<file path="src/rtl/heartbeat_monitor.sv">
// Heartbeat receiver: measures half periods of an asynchronous square wave and tracks lock/loss.
// Define HEARTBEAT_MONITOR_STICKY_LOST_EN to make o_hb_lost a sticky level cleared by i_lost_clr.
module heartbeat_monitor #(
   parameter int unsigned CLK_FREQ = 100,
   parameter int unsigned HB_FREQ  = 1,
   parameter int unsigned TOL_PCT  = 10,
   parameter int unsigned LOCK_CNT = 4,
   localparam int unsigned HALF_CNT = CLK_FREQ * 1000000 / HB_FREQ / 2,
   localparam int unsigned TOL      = HALF_CNT * TOL_PCT / 100,
   localparam int unsigned MIN_CNT  = HALF_CNT - TOL,
   localparam int unsigned MAX_CNT  = HALF_CNT + TOL,
   localparam int unsigned CW       = $clog2(MAX_CNT + 2)
) (
   input  logic          i_sys_clk,
   input  logic          i_sys_rst,
   input  logic          i_hb,
   input  logic          i_lost_clr,
   output logic          o_hb_alive,
   output logic          o_hb_lost,
   output logic [CW-1:0] o_half_period,
   output logic          o_period_valid,
   output logic [7:0]    o_err_cnt
);

   localparam int unsigned GW = $clog2(LOCK_CNT + 1);
   localparam logic [CW-1:0] MinC  = CW'(MIN_CNT);
   localparam logic [CW-1:0] MaxC  = CW'(MAX_CNT);
   localparam logic [GW-1:0] LockC = GW'(LOCK_CNT);

   typedef enum logic [1:0] {StIdle, StAcq, StLocked} state_e;

   state_e        state_q, state_d;
   logic [GW-1:0] good_q, good_d;
   logic [CW-1:0] cnt_q, meas;
   logic          s1_q, s2_q, s3_q;
   logic          hb_edge, timeout, in_range;
   logic          err_inc, lost_evt;

   logic          alive_q, alive_d;
   logic          lost_q, lost_d;
   logic          valid_q, valid_d;
   logic [CW-1:0] half_q, half_d;
   logic [7:0]    err_q, err_d;

   // Two-flop synchronizer plus a delay flop; either polarity of transition is an edge.
   always_ff @(posedge i_sys_clk or posedge i_sys_rst) begin
      if (i_sys_rst) begin
         s1_q <= 1'b0;
         s2_q <= 1'b0;
         s3_q <= 1'b0;
      end else begin
         s1_q <= i_hb;
         s2_q <= s1_q;
         s3_q <= s2_q;
      end
   end

   assign hb_edge  = s2_q ^ s3_q;
   assign meas     = cnt_q + CW'(1);
   assign timeout  = (cnt_q == MaxC) && !hb_edge;
   assign in_range = (meas >= MinC) && (meas <= MaxC);

   always_ff @(posedge i_sys_clk or posedge i_sys_rst) begin
      if (i_sys_rst) begin
         cnt_q <= '0;
      end else if (hb_edge) begin
         cnt_q <= '0;
      end else if (cnt_q != MaxC) begin
         cnt_q <= cnt_q + CW'(1);
      end
   end

   always_ff @(posedge i_sys_clk or posedge i_sys_rst) begin
      if (i_sys_rst) begin
         state_q <= StIdle;
         good_q  <= '0;
      end else begin
         state_q <= state_d;
         good_q  <= good_d;
      end
   end

   always_comb begin
      state_d  = state_q;
      good_d   = good_q;
      err_inc  = 1'b0;
      lost_evt = 1'b0;
      unique case (state_q)
         StIdle: begin
            if (hb_edge) begin
               state_d = StAcq;
               good_d  = '0;
            end
         end
         StAcq: begin
            if (hb_edge) begin
               if (in_range) begin
                  good_d = good_q + GW'(1);
                  if (good_d == LockC) state_d = StLocked;
               end else begin
                  good_d  = '0;
                  err_inc = 1'b1;
               end
            end else if (timeout) begin
               state_d = StIdle;
               err_inc = 1'b1;
            end
         end
         StLocked: begin
            if (hb_edge && !in_range) begin
               state_d  = StAcq;
               good_d   = '0;
               err_inc  = 1'b1;
               lost_evt = 1'b1;
            end else if (timeout) begin
               state_d  = StIdle;
               err_inc  = 1'b1;
               lost_evt = 1'b1;
            end
         end
         default: state_d = StIdle;
      endcase
   end

   // First edge out of IDLE has no reference edge, so it is not reported as a measurement.
   always_comb begin
      alive_d = (state_q == StLocked);
      valid_d = hb_edge && (state_q != StIdle);
      half_d  = valid_d ? meas : half_q;
      err_d   = err_q;
      if (err_inc && (err_q != 8'hFF)) err_d = err_q + 8'd1;
`ifdef HEARTBEAT_MONITOR_STICKY_LOST_EN
      lost_d = lost_q;
      if (i_lost_clr) begin
         lost_d = 1'b0;
         err_d  = err_inc ? 8'd1 : 8'd0;
      end
      if (lost_evt) lost_d = 1'b1;
`else
      lost_d = lost_evt;
`endif
   end

`ifndef HEARTBEAT_MONITOR_STICKY_LOST_EN
   logic unused_lost_clr;
   assign unused_lost_clr = i_lost_clr;
`endif

   always_ff @(posedge i_sys_clk or posedge i_sys_rst) begin
      if (i_sys_rst) begin
         alive_q <= 1'b0;
         lost_q  <= 1'b0;
         valid_q <= 1'b0;
         half_q  <= '0;
         err_q   <= '0;
      end else begin
         alive_q <= alive_d;
         lost_q  <= lost_d;
         valid_q <= valid_d;
         half_q  <= half_d;
         err_q   <= err_d;
      end
   end

   assign o_hb_alive     = alive_q;
   assign o_hb_lost      = lost_q;
   assign o_half_period  = half_q;
   assign o_period_valid = valid_q;
   assign o_err_cnt      = err_q;

endmodule

</file>
<file path="config.mk">
export PLATFORM = sky130hd
export DESIGN_NAME = heartbeat_monitor
export DESIGN_NICKNAME = d
export VERILOG_FILES = /design/src/rtl/heartbeat_monitor.sv
export SDC_FILE = /design/constraint.sdc
export NUM_CORES = 1
export LEC_CHECK = 0
export ABC_CLOCK_PERIOD_IN_PS = 6590
export CORE_ASPECT_RATIO = 1.4
export CORE_MARGIN = 4
export CORE_UTILIZATION = 60
export CTS_BUF_LIST = sky130_fd_sc_hd__clkbuf_16
export CTS_CLUSTER_SIZE = 8
export DETAILED_ROUTE_END_ITERATION = 7
export PLACE_DENSITY = 0.84
export SYNTH_ARGS = -nofsm -noshare
export SYNTH_HDL_FRONTEND = slang
export SYNTH_SLANG_ARGS = --single-unit
</file>
<file path="constraint.sdc">
create_clock -name i_sys_clk -period 6.59 [get_ports i_sys_clk]
set_input_delay 1.318 -clock i_sys_clk [delete_from_list [all_inputs] [get_ports i_sys_clk]]
set_output_delay 1.318 -clock i_sys_clk [all_outputs]
set_load 0.05 [all_outputs]
</file>
Yosys cells after proc, flatten, opt, wreduce, memory -nomap -nowiden
Index checks and enable logic that the tools add are counted.
{"block": "word_totals", "register_bits": 71, "latchBits": 0, "ram_bits": 0, "mem_bits_ro": 0, "in_bits": 4, "output_inout_bits": 37, "elab_cells": 61, "mem_count": 0}
{"block": "classes", "add_sub_neg": 3, "multipliers": 0, "div": 0, "n_lt_le_gt_ge": 2, "eq_ne": 11, "n_shift": 0, "muxes": 20, "bitwise_logic": 1, "n_reduce_logical": 13}
{"op": "2-to-1 mux 26 bit", "n": 2}
{"op": "adder 26 x 1 -> 26 bit (second input constant)", "n": 1}
{"op": "equality test 26 bit (second input constant)", "n": 1}
{"op": "greater-or-equal comparator 26 bit (second input constant)", "n": 1}
{"op": "less-or-equal comparator 26 bit (second input constant)", "n": 1}
{"op": "inequality test 26 bit (second input constant)", "n": 1}
{"op": "2-to-1 mux 2 bit", "n": 6}
{"op": "2-to-1 mux 3 bit", "n": 4}
{"op": "case mux 3 bit (3 select lines)", "n": 1}
{"op": "adder 8 x 1 -> 8 bit (second input constant)", "n": 1}
{"op": "inequality test 8 bit (second input constant)", "n": 1}
{"op": "inequality test 3 bit (second input constant)", "n": 2}
{"op": "case mux 2 bit (3 select lines)", "n": 1}
{"op": "logical AND 1 bit", "n": 5}
{"op": "2-to-1 mux 1 bit", "n": 5}
{"op": "inequality test 2 bit (second input constant)", "n": 2}
{"op": "AND reduction 4 bit", "n": 1}
{"op": "nonzero test 2 bit", "n": 2}
{"op": "adder 3 x 1 -> 3 bit (second input constant)", "n": 1}
{"op": "equality test 3 bit (second input constant)", "n": 1}
{"op": "AND reduction 3 bit", "n": 1}
{"op": "nonzero test 3 bit", "n": 1}
{"op": "equality test 2 x 1 -> 1 bit (second input constant)", "n": 1}
{"op": "equality test 2 bit (second input constant)", "n": 1}
{"op": "5 further kinds", "n": 6}

Depth between registers and ports, before layout
Gate-level depths: netlist of run 1.
{"block": "logic_depth", "ltp_word": 8, "depth_mapped": 12, "ltp_nobuf": 10}

Worst setup path after synthesis of run 1
No wires, ideal clock.
{"block": "synth_timing", "kind": "register to register", "start": "reg cnt_q[8]", "end": "reg err_q[1], in the netlist o_err_cnt[1]", "t_arrival_ps": 2690, "required_ps": 6465, "setup_slack_ps": 3775, "stages_incl_launch_ff": 12, "n_path_buf": 2, "cell_sequence": "dfrtp_1 buf_6 and4_1 buf_6 nand4_4 or3_4 a2111oi_4 o21ai_2 a211oi_2 a21oi_2 a21oi_1 mux2_2"}
{"block": "synth_via", "elab_chain_cells": 8}
{"item": "from (decl)", "line": "34", "source": "logic [CW-1:0] cnt_q, meas;"}
{"item": "from (signal assigned)", "line": "69", "source": "cnt_q <= cnt_q + CW'(1);"}
{"item": "adder 26 x 1 -> 26 bit", "line": "59", "source": "assign meas = cnt_q + CW'(1);"}
{"item": "greater-or-equal comparator 26 bit / less-or-equal comparator 26 bit (equally long branches)", "line": "61", "source": "assign in_range = (meas >= MinC) && (meas <= MaxC);"}
{"item": "logical AND 1 bit", "line": "61"}
{"item": "logical NOT 1 bit", "line": "110", "source": "if (hb_edge && !in_range) begin"}
{"item": "logical AND 1 bit", "line": "110"}
{"item": "2-to-1 mux 1 bit", "line": "110"}
{"item": "case mux 1 bit (2 select lines) (*)", "line": "88", "source": "unique case (state_q)"}
{"item": "logical AND 1 bit (*)", "line": "131", "source": "if (err_inc && (err_q != 8'hFF)) err_d = err_q + 8'd1;"}
{"item": "to (signal assigned)", "line": "161", "source": "err_q <= err_d;"}
{"item": "to (decl)", "line": "43", "source": "logic [7:0] err_q, err_d;"}
Every way passes the cells marked *; elsewhere a longest branch is shown, timed or not.
A chain may end at the register's enable or synchronous reset.

Worst setup path after layout of run 1
{"block": "layout_timing", "start": "reg cnt_q[8]", "end": "reg good_q[1]"}
{"block": "layout_via", "elab_chain_cells": 7}
{"item": "adder 26 x 1 -> 26 bit (*)", "line": "59"}
{"item": "greater-or-equal comparator 26 bit / less-or-equal comparator 26 bit (equally long branches)", "line": "61"}
{"item": "logical AND 1 bit (*)", "line": "61"}
{"item": "logical NOT 1 bit", "line": "110"}
{"item": "logical AND 1 bit", "line": "110"}
{"item": "inequality test 2 x 1 -> 1 bit (no line)"}
{"item": "AND reduction 4 bit (no line)"}
{"item": "to (signal assigned)", "line": "79", "source": "good_q <= good_d;"}
{"item": "to (decl)", "line": "33", "source": "logic [GW-1:0] good_q, good_d;"}
Every way passes the cells marked *; elsewhere a longest branch is shown, timed or not. The select of a mux whose other input is x is not followed.

==> results of run 1 <==
cells in the mapped netlist (all sizes together) (2+ instances only):
library cell  number  area [um2]
and4               7       65.06
buf                9       75.06
nand2b             3       18.77
nor4              11       81.32
inv               14       52.55
a211oi             3       32.53
o21ai             34       173.9
a2bb2oi            2       17.52
mux2               3       33.78
nor2              46       172.7
or3                4       31.28
o31a               2       20.02
a21oi             16       83.83
clkbuf             9       43.79
dfrtp             71        1777
o21a               3       22.52
nor3               7       35.03
nand4             11       90.08
nand3             18       90.09
and3               4       27.52
a211o              3       26.28
and2               3       23.77
a31oi              5       31.28
xor2               9       78.83
xnor2             15       131.4
o2111ai            2       17.52
a311oi             2       23.77
a2111oi            3       51.30
o2bb2ai            2       23.77
o22ai              2       12.51
a21boi             3       22.52
o31ai              6       58.81
or4                5       41.29
mux2i              3       30.03
ha                 9       112.6
nand2             49       191.4
worst max path at each step:
| stage | cells past startpoint | slack, ns | endpoint |
|---|---|---|---|
| floorplan | 1 | 3.48 | cnt_q[0]$_DFFE_PP0N_ |
| finish | 9 | 3.02 | good_q[1]$_DFFE_PP0P_ |
| detailed placement | 9 | 3.09 | good_q[1]$_DFFE_PP0P_ |
| global route | 9 | 2.77 | good_q[1]$_DFFE_PP0P_ |
| global placement | 9 | 3.14 | good_q[1]$_DFFE_PP0P_ |
| CTS | 9 | 3.10 | good_q[1]$_DFFE_PP0P_ |
metrics by stage:
| stage | worst slack (ns) | cells |
|---|---|---|
| global route | 2.767 | 520 |
| global placement | 3.136 | 504 |
| finish | 3.020 | 520 |
| detailed placement | 3.092 | 504 |
| CTS | 3.095 | 520 |
| floorplan | 3.475 | 408 |
power breakdown:
part,total [mW],internal (mW),switching (mW)
Clock,0.474,0.267,0.207
Sequential,0.505,0.472,0.0325
Combinational,0.379,0.123,0.257
Total,1.36,0.862,0.496
worst max-delay path, delay by kind of cell, from the launching register on:
kind               cells  cell delay [ns]
muxes                  1             0.32
and+or+nand+nor        4             1.42
DFF                    1             0.50
AOI/OAI and AO/OA      4             1.20
routing by layer:
metal	up-vias	share of wire	global-route usage	wire (um)
li1	1546	-	-	-
met1	1571	0.38	0.2761	3466
met2	150	0.53	0.4235	4730
met3	28	0.061	0.05199	553
met4	0	0.029	0.1440	257
met5	-	0	0	0
logic make-up (layout without fill, tap and decap cells):
group / count (synthesis) / in the layout / synth area share
fa+ha+maj: 9 / 9 / 0.02883
compound gates: 94 / 94 / 0.1714
mux: 6 / 6 / 0.01634
simple gates: 172 / 172 / 0.2309
buf+inv: 32 / 72 / 0.04388
flops: 71 / 71 / 0.4548
xor+xnor: 24 / 24 / 0.05381
final cells by class:
type,instances,share of cell area
multi-input combinational,305,0.4271
sequential,71,0.3876
timing repair buffer,42,0.09007
clock buffer,9,0.04913
tap,72,0.01965
clock inverter,7,0.01501
inverter,14,0.01146
registers in the layout, summed over array words and instances, names as in the netlist, 2 cells and up:
signal and cells:
cnt_q 26, good_q 3, o_err_cnt 8, o_half_period 26, state_q 2
==> key figures, run 1 <==
Setup path
  • CP cell instances: and4_1 -> nand4_2 -> or4_4 -> and4_1 -> a311oi_2 -> a211oi_1 -> a21oi_2 -> a21o_2 -> mux2_1
  • CP max FO: 14
  • CP peak stage delay: 0.58 ns
  • Worst Setup SP: cnt_q[8]$_DFFE_PP0N_
  • Worst r2r dst: good_q[1]$_DFFE_PP0P_
  • Critical path class: reg -> reg
  • CP max stage cell: a21oi_2
  • CP endpoint kind: flip-flop
  • Most used cell, CP: and4_1
  • Reg2Reg Depth: 9
  • R2R Setup Slk: 3.02 ns
  • Worst R2R Start: cnt_q[8]$_DFFE_PP0N_
  • Critical Path Source Type: flip-flop
  • Arr. time, crit path: 3.79 ns
  • Critical Path RT: 6.81 ns

Drt
  • Routed vias/inst: 6.337
  • Routed WL per cell: 17.32 um
  • DR pass1 iterations: 7
  • DRC viols: 0
  • Final WL: 9007 um
  • Detailed-route via count: 3,295
  • DRT iter0 DRCs: 314
  • Final antenna-violating net count: 0

Job
  • Maxcap violations: 0

Clock tree
  • CTS max path bufs: 2
  • Clk slew on worst S/H paths: 0.07 ns
  • Post-CTS Setup Repair Bufs: 0
  • Clock root cell: clkbuf_16
  • TritonCTS Buffers: 9
  • CTS tree: built
  • # resized after CTS: 0
  • CTS sink cnt: 71
  • Clock latency on the worst-skew pair: 0.34 ns
  • CTS Hold Bufs: 0
  • H-tree levels: 3

STA
  • Worst-margin pin slew: 0.8612 ns
  • F_max: 0.2801 GHz
  • Tmin final: 3.570 ns
  • Min Hold Slack: 0.3521 ns
  • Final Cycle Share: 0.5417
  • Final clock skew: 0.006770 ns
  • RSZ-0062 raised after global routing: no
  • Slew headroom: 0.4258
  • Slew Viols, Final: 0
  • Final Hold Vio Count: 0
  • Final setup viols: 0
  • Setup TNS: 0 ns

Final layout
  • Share of layout cells above drive strength 1: 0.1116
  • Most common cell after layout, fill and taps aside: dfrtp_1
  • Final core area utilization: 0.7331
  • Diode count: 0
  • Most frequent cells in the layout: 71 x dfrtp_1, 48 x nand2_1, 46 x nor2_1
  • Reg area: 1777 um2
  • Layout fillers: 437
  • Nets: 456
  • Layout area overhead: 17.36%
  • Area used by multi-input combinational logic: 1958 um2
  • Fin area: 4584 um2

Yosys
  • Syn Nets: 421
  • Top FF cell, synth: dfrtp_1
  • Mapped Cells: 408
  • Ys async rst share: 1.000
  • Number of synthesized flops with an enable pin: 0
  • Synth Register Bits: 71
  • Post-synthesis sequential area ratio: 0.4548
  • Synth cell types: 69
  • Yosys warning total: 0
  • Post-Syn Area: 3906 um2
  • Synth Area per Inst: 9.574 um2

Global route
  • Vias in the first global route: 3,325
  • Initial antenna violation count: 0
  • Global-route wire length before repair: 15,480 um
  • Global Route Usage Sum: 0.2429
  • GR Overflow Total: 0
  • Pin count of the biggest net entering global routing: 72

Floorplan
  • Chip Width: 76.20 um
  • I/O pin total: 41
  • Core area: 6254 um2
  • Starting Density: 0.6246
  • Row count: 34
  • Die ar.: 7884 um2
  • Die H: 103.5 um

Power and ir drop
  • Leakage: 1.909 nW
  • Worst vdd ir: 0.0002456 V
  • Total power: 1.358 mW
  • Pwr Density: 296.3 nW/um2

Placement
  • Area after DPL: 4290 um2
  • Post-DP HPWL: 6279 um
  • RD Place Congestion: 0.8708
  • Port bufs: 39

Outcome
  • Status: finished clean

Hold path
  • Min-delay src: s1_q$_DFF_PP0_
  • Worst Hold End: s2_q$_DFF_PP0_
  • Worst min-delay path class: reg -> reg
  • Depth of the worst hold-timing path: 0
Power figures use the tool's default switching activity.
==> inputs of run 2 (changes only) <==
Settings changed: ABC_CLOCK_PERIOD_IN_PS 6590 to 3400, CORE_UTILIZATION 60 to 57, PLACE_DENSITY 0.84 to 0.8.
Clock period 6.59 ns to 3.4 ns, I/O delays scaled along.
==> key figures, run 2 (synthesis gave the netlist of run 1 again) <==
STA
  • Slew headroom: 0.4816 (was 0.4258)
  • Final Cycle Share: 0.9361 (was 0.5417)
  • Final setup viols: 0 (unchanged)
  • Worst-margin pin slew: 0.7720 ns (was 0.8612 ns)
  • Slew Viols, Final: 0 (unchanged)
  • Tmin final: 3.183 ns (was 3.570 ns)
  • Min Hold Slack: 0.3519 ns (was 0.3521 ns)
  • F_max: 0.3142 GHz (was 0.2801 GHz)
  • Final clock skew: 0.007970 ns (was 0.006770 ns)
  • Final Hold Vio Count: 0 (unchanged)
  • Setup TNS: 0 ns (unchanged)
  • RSZ-0062 raised after global routing: no (unchanged)

Drt
  • DRC viols: 0 (unchanged)
  • Routed WL per cell: 16.47 um (was 17.32 um)
  • Final WL: 9044 um (was 9007 um)
  • Final antenna-violating net count: 0 (unchanged)
  • DR pass1 iterations: 4 (was 7)
  • Routed vias/inst: 5.956 (was 6.337)
  • Detailed-route via count: 3,270 (was 3,295)
  • DRT iter0 DRCs: 181 (was 314)

Hold path
  • Min-delay src: s1_q$_DFF_PP0_ (unchanged)
  • Worst min-delay path class: reg -> reg (unchanged)

Global route
  • Vias in the first global route: 3,246 (was 3,325)
  • Global Route Usage Sum: 0.2327 (was 0.2429)
  • Global-route wire length before repair: 15,280 um (was 15,480 um)
  • GR Overflow Total: 0 (unchanged)
  • Initial antenna violation count: 0 (unchanged)
  • Pin count of the biggest net entering global routing: 53 (was 72)

Final layout
  • Most common cell after layout, fill and taps aside: dfrtp_1 (unchanged)
  • Nets: 465 (was 456)
  • Share of layout cells above drive strength 1: 0.1291 (was 0.1116)
  • Diode count: 0 (unchanged)
  • Layout area overhead: 20.21% (was 17.36%)
  • Most frequent cells in the layout: 71 x dfrtp_1, 48 x nand2_1, 46 x nor2_1 (unchanged)
  • Fin cells: 549 (was 520)

Floorplan
  • Starting Density: 0.5907 (was 0.6246)
  • Die ar.: 8260 um2 (was 7884 um2)
  • Core area: 6613 um2 (was 6254 um2)
  • Die H: 106.0 um (was 103.5 um)
  • I/O pin total: 41 (unchanged)
  • Chip Width: 77.97 um (was 76.20 um)
  • Row count: 35 (was 34)

Setup path
  • Critical Path RT: 3.64 ns (was 6.81 ns)
  • Worst R2R Start: cnt_q[8]$_DFFE_PP0N_ (unchanged)
  • CP endpoint kind: flip-flop (unchanged)
  • CP max FO: 11 (was 14)
  • Critical Path Source Type: flip-flop (unchanged)
  • Critical path class: reg -> reg (unchanged)
  • Arr. time, crit path: 3.43 ns (was 3.79 ns)
  • Worst Setup SP: cnt_q[8]$_DFFE_PP0N_ (unchanged)

Clock tree
  • CTS Hold Bufs: 0 (unchanged)
  • TritonCTS Buffers: 9 (unchanged)
  • Clk slew on worst S/H paths: 0.06 ns (was 0.07 ns)
  • Clock root cell: clkbuf_16 (unchanged)
  • CTS sink cnt: 71 (unchanged)
  • Clock latency on the worst-skew pair: 0.33 ns (was 0.34 ns)
  • H-tree levels: 3 (unchanged)
  • CTS tree: built (unchanged)
  • CTS max path bufs: 2 (unchanged)

Power and ir drop
  • Pwr Density: 566.2 nW/um2 (was 296.3 nW/um2)
  • Worst vdd ir: 0.0004620 V (was 0.0002456 V)
  • Leakage: 1.962 nW (was 1.909 nW)

Placement
  • Post-DP HPWL: 6473 um (was 6279 um)
  • Placed cell count: 531 (was 504)
  • RD Place Congestion: 0.9043 (was 0.8708)
  • Port bufs: 39 (unchanged)

Outcome
  • Status: finished clean (unchanged)

Job
  • Maxcap violations: 0 (unchanged)
run 2: changes by cell type in the layout (fill, tap and decap cells not counted), sizes merged:
cell / before / now
buf: 3 / 12
clkinvlp: 0 / 3
inv: 20 / 17
bufinv: 0 / 1
clkinv: 1 / 0
run 2: power by group:
| part | internal [mW] | switching (mW) |
|---|---|---|
| clock | 0.575 | 0.371 |
| combinational | 0.241 | 0.491 |
| sequential | 0.916 | 0.0646 |
| total | 1.73 | 0.927 |
run 2: what timing repair did:
action / CTS / global route
gates resized for setup: 0 / 1
setup endpoints to repair: 0 / 2
setup buffers: 0 / 2
run 2: area by class of cell:
| class | count | area [um2] |
|---|---|---|
| Clock buffer | 9 | 225.2 |
| Fill cell | 489 | 1917 |
| Timing Repair Buffer | 51 | 480.5 |
| Clock inverter | 7 | 78.83 |
| Inverter | 14 | 52.55 |
| Sequential cell | 71 | 1777 |
| Multi-Input combinational cell | 305 | 1967 |
| Tap cell | 92 | 115.1 |
run 2: critical path, stage by stage (launching register included):
cell and delay, ns:
dfrtp_1 0.49, and4_1 0.37, nand4_4 0.21, or3_4 0.48, a2111oi_4 0.37, o21ai_2 0.10, a211oi_2 0.25, a21oi_2 0.13
buf_4 0.20, a211o_1 0.31, o2bb2ai_2 0.18
run 2: metrics by stage:
step                      total power [mW]  cell area (um2)  utilization  setup WS, ns
after floorplan                      1.517             3906            -        0.5849
after global placement               1.706             4368       0.6605        0.3214
final                                2.659             4696       0.7101        0.2173
after CTS                            2.673             4672       0.7065        0.2313
after global routing                 2.788             4696       0.7101       0.05579
after detailed placement             1.723             4368       0.6605        0.2541
run 2: metal layers:
metal / vias to the layer above / part of all wire / track usage
met5: - / 0 / 0
met4: 0 / 0.031 / 0.1163
met3: 22 / 0.047 / 0.04068
met2: 106 / 0.53 / 0.4050
met1: 1583 / 0.39 / 0.2738
li1: 1559 / - / -
run 2: final timing paths:
check | to | cells after the start | slack [ns]
max | state_q[0]$_DFFE_PP0P_ | 10 | 0.22
min | s2_q$_DFF_PP0_ | 0 | 0.35
max reg2reg | state_q[0]$_DFFE_PP0P_ | 10 | 0.22
min reg2reg | s2_q$_DFF_PP0_ | 0 | 0.35
max in group asynchronous | o_half_period[20]$_DFFE_PP0P_ | 3 | 1.96
min in group asynchronous | o_half_period[2]$_DFFE_PP0P_ | 2 | 0.71
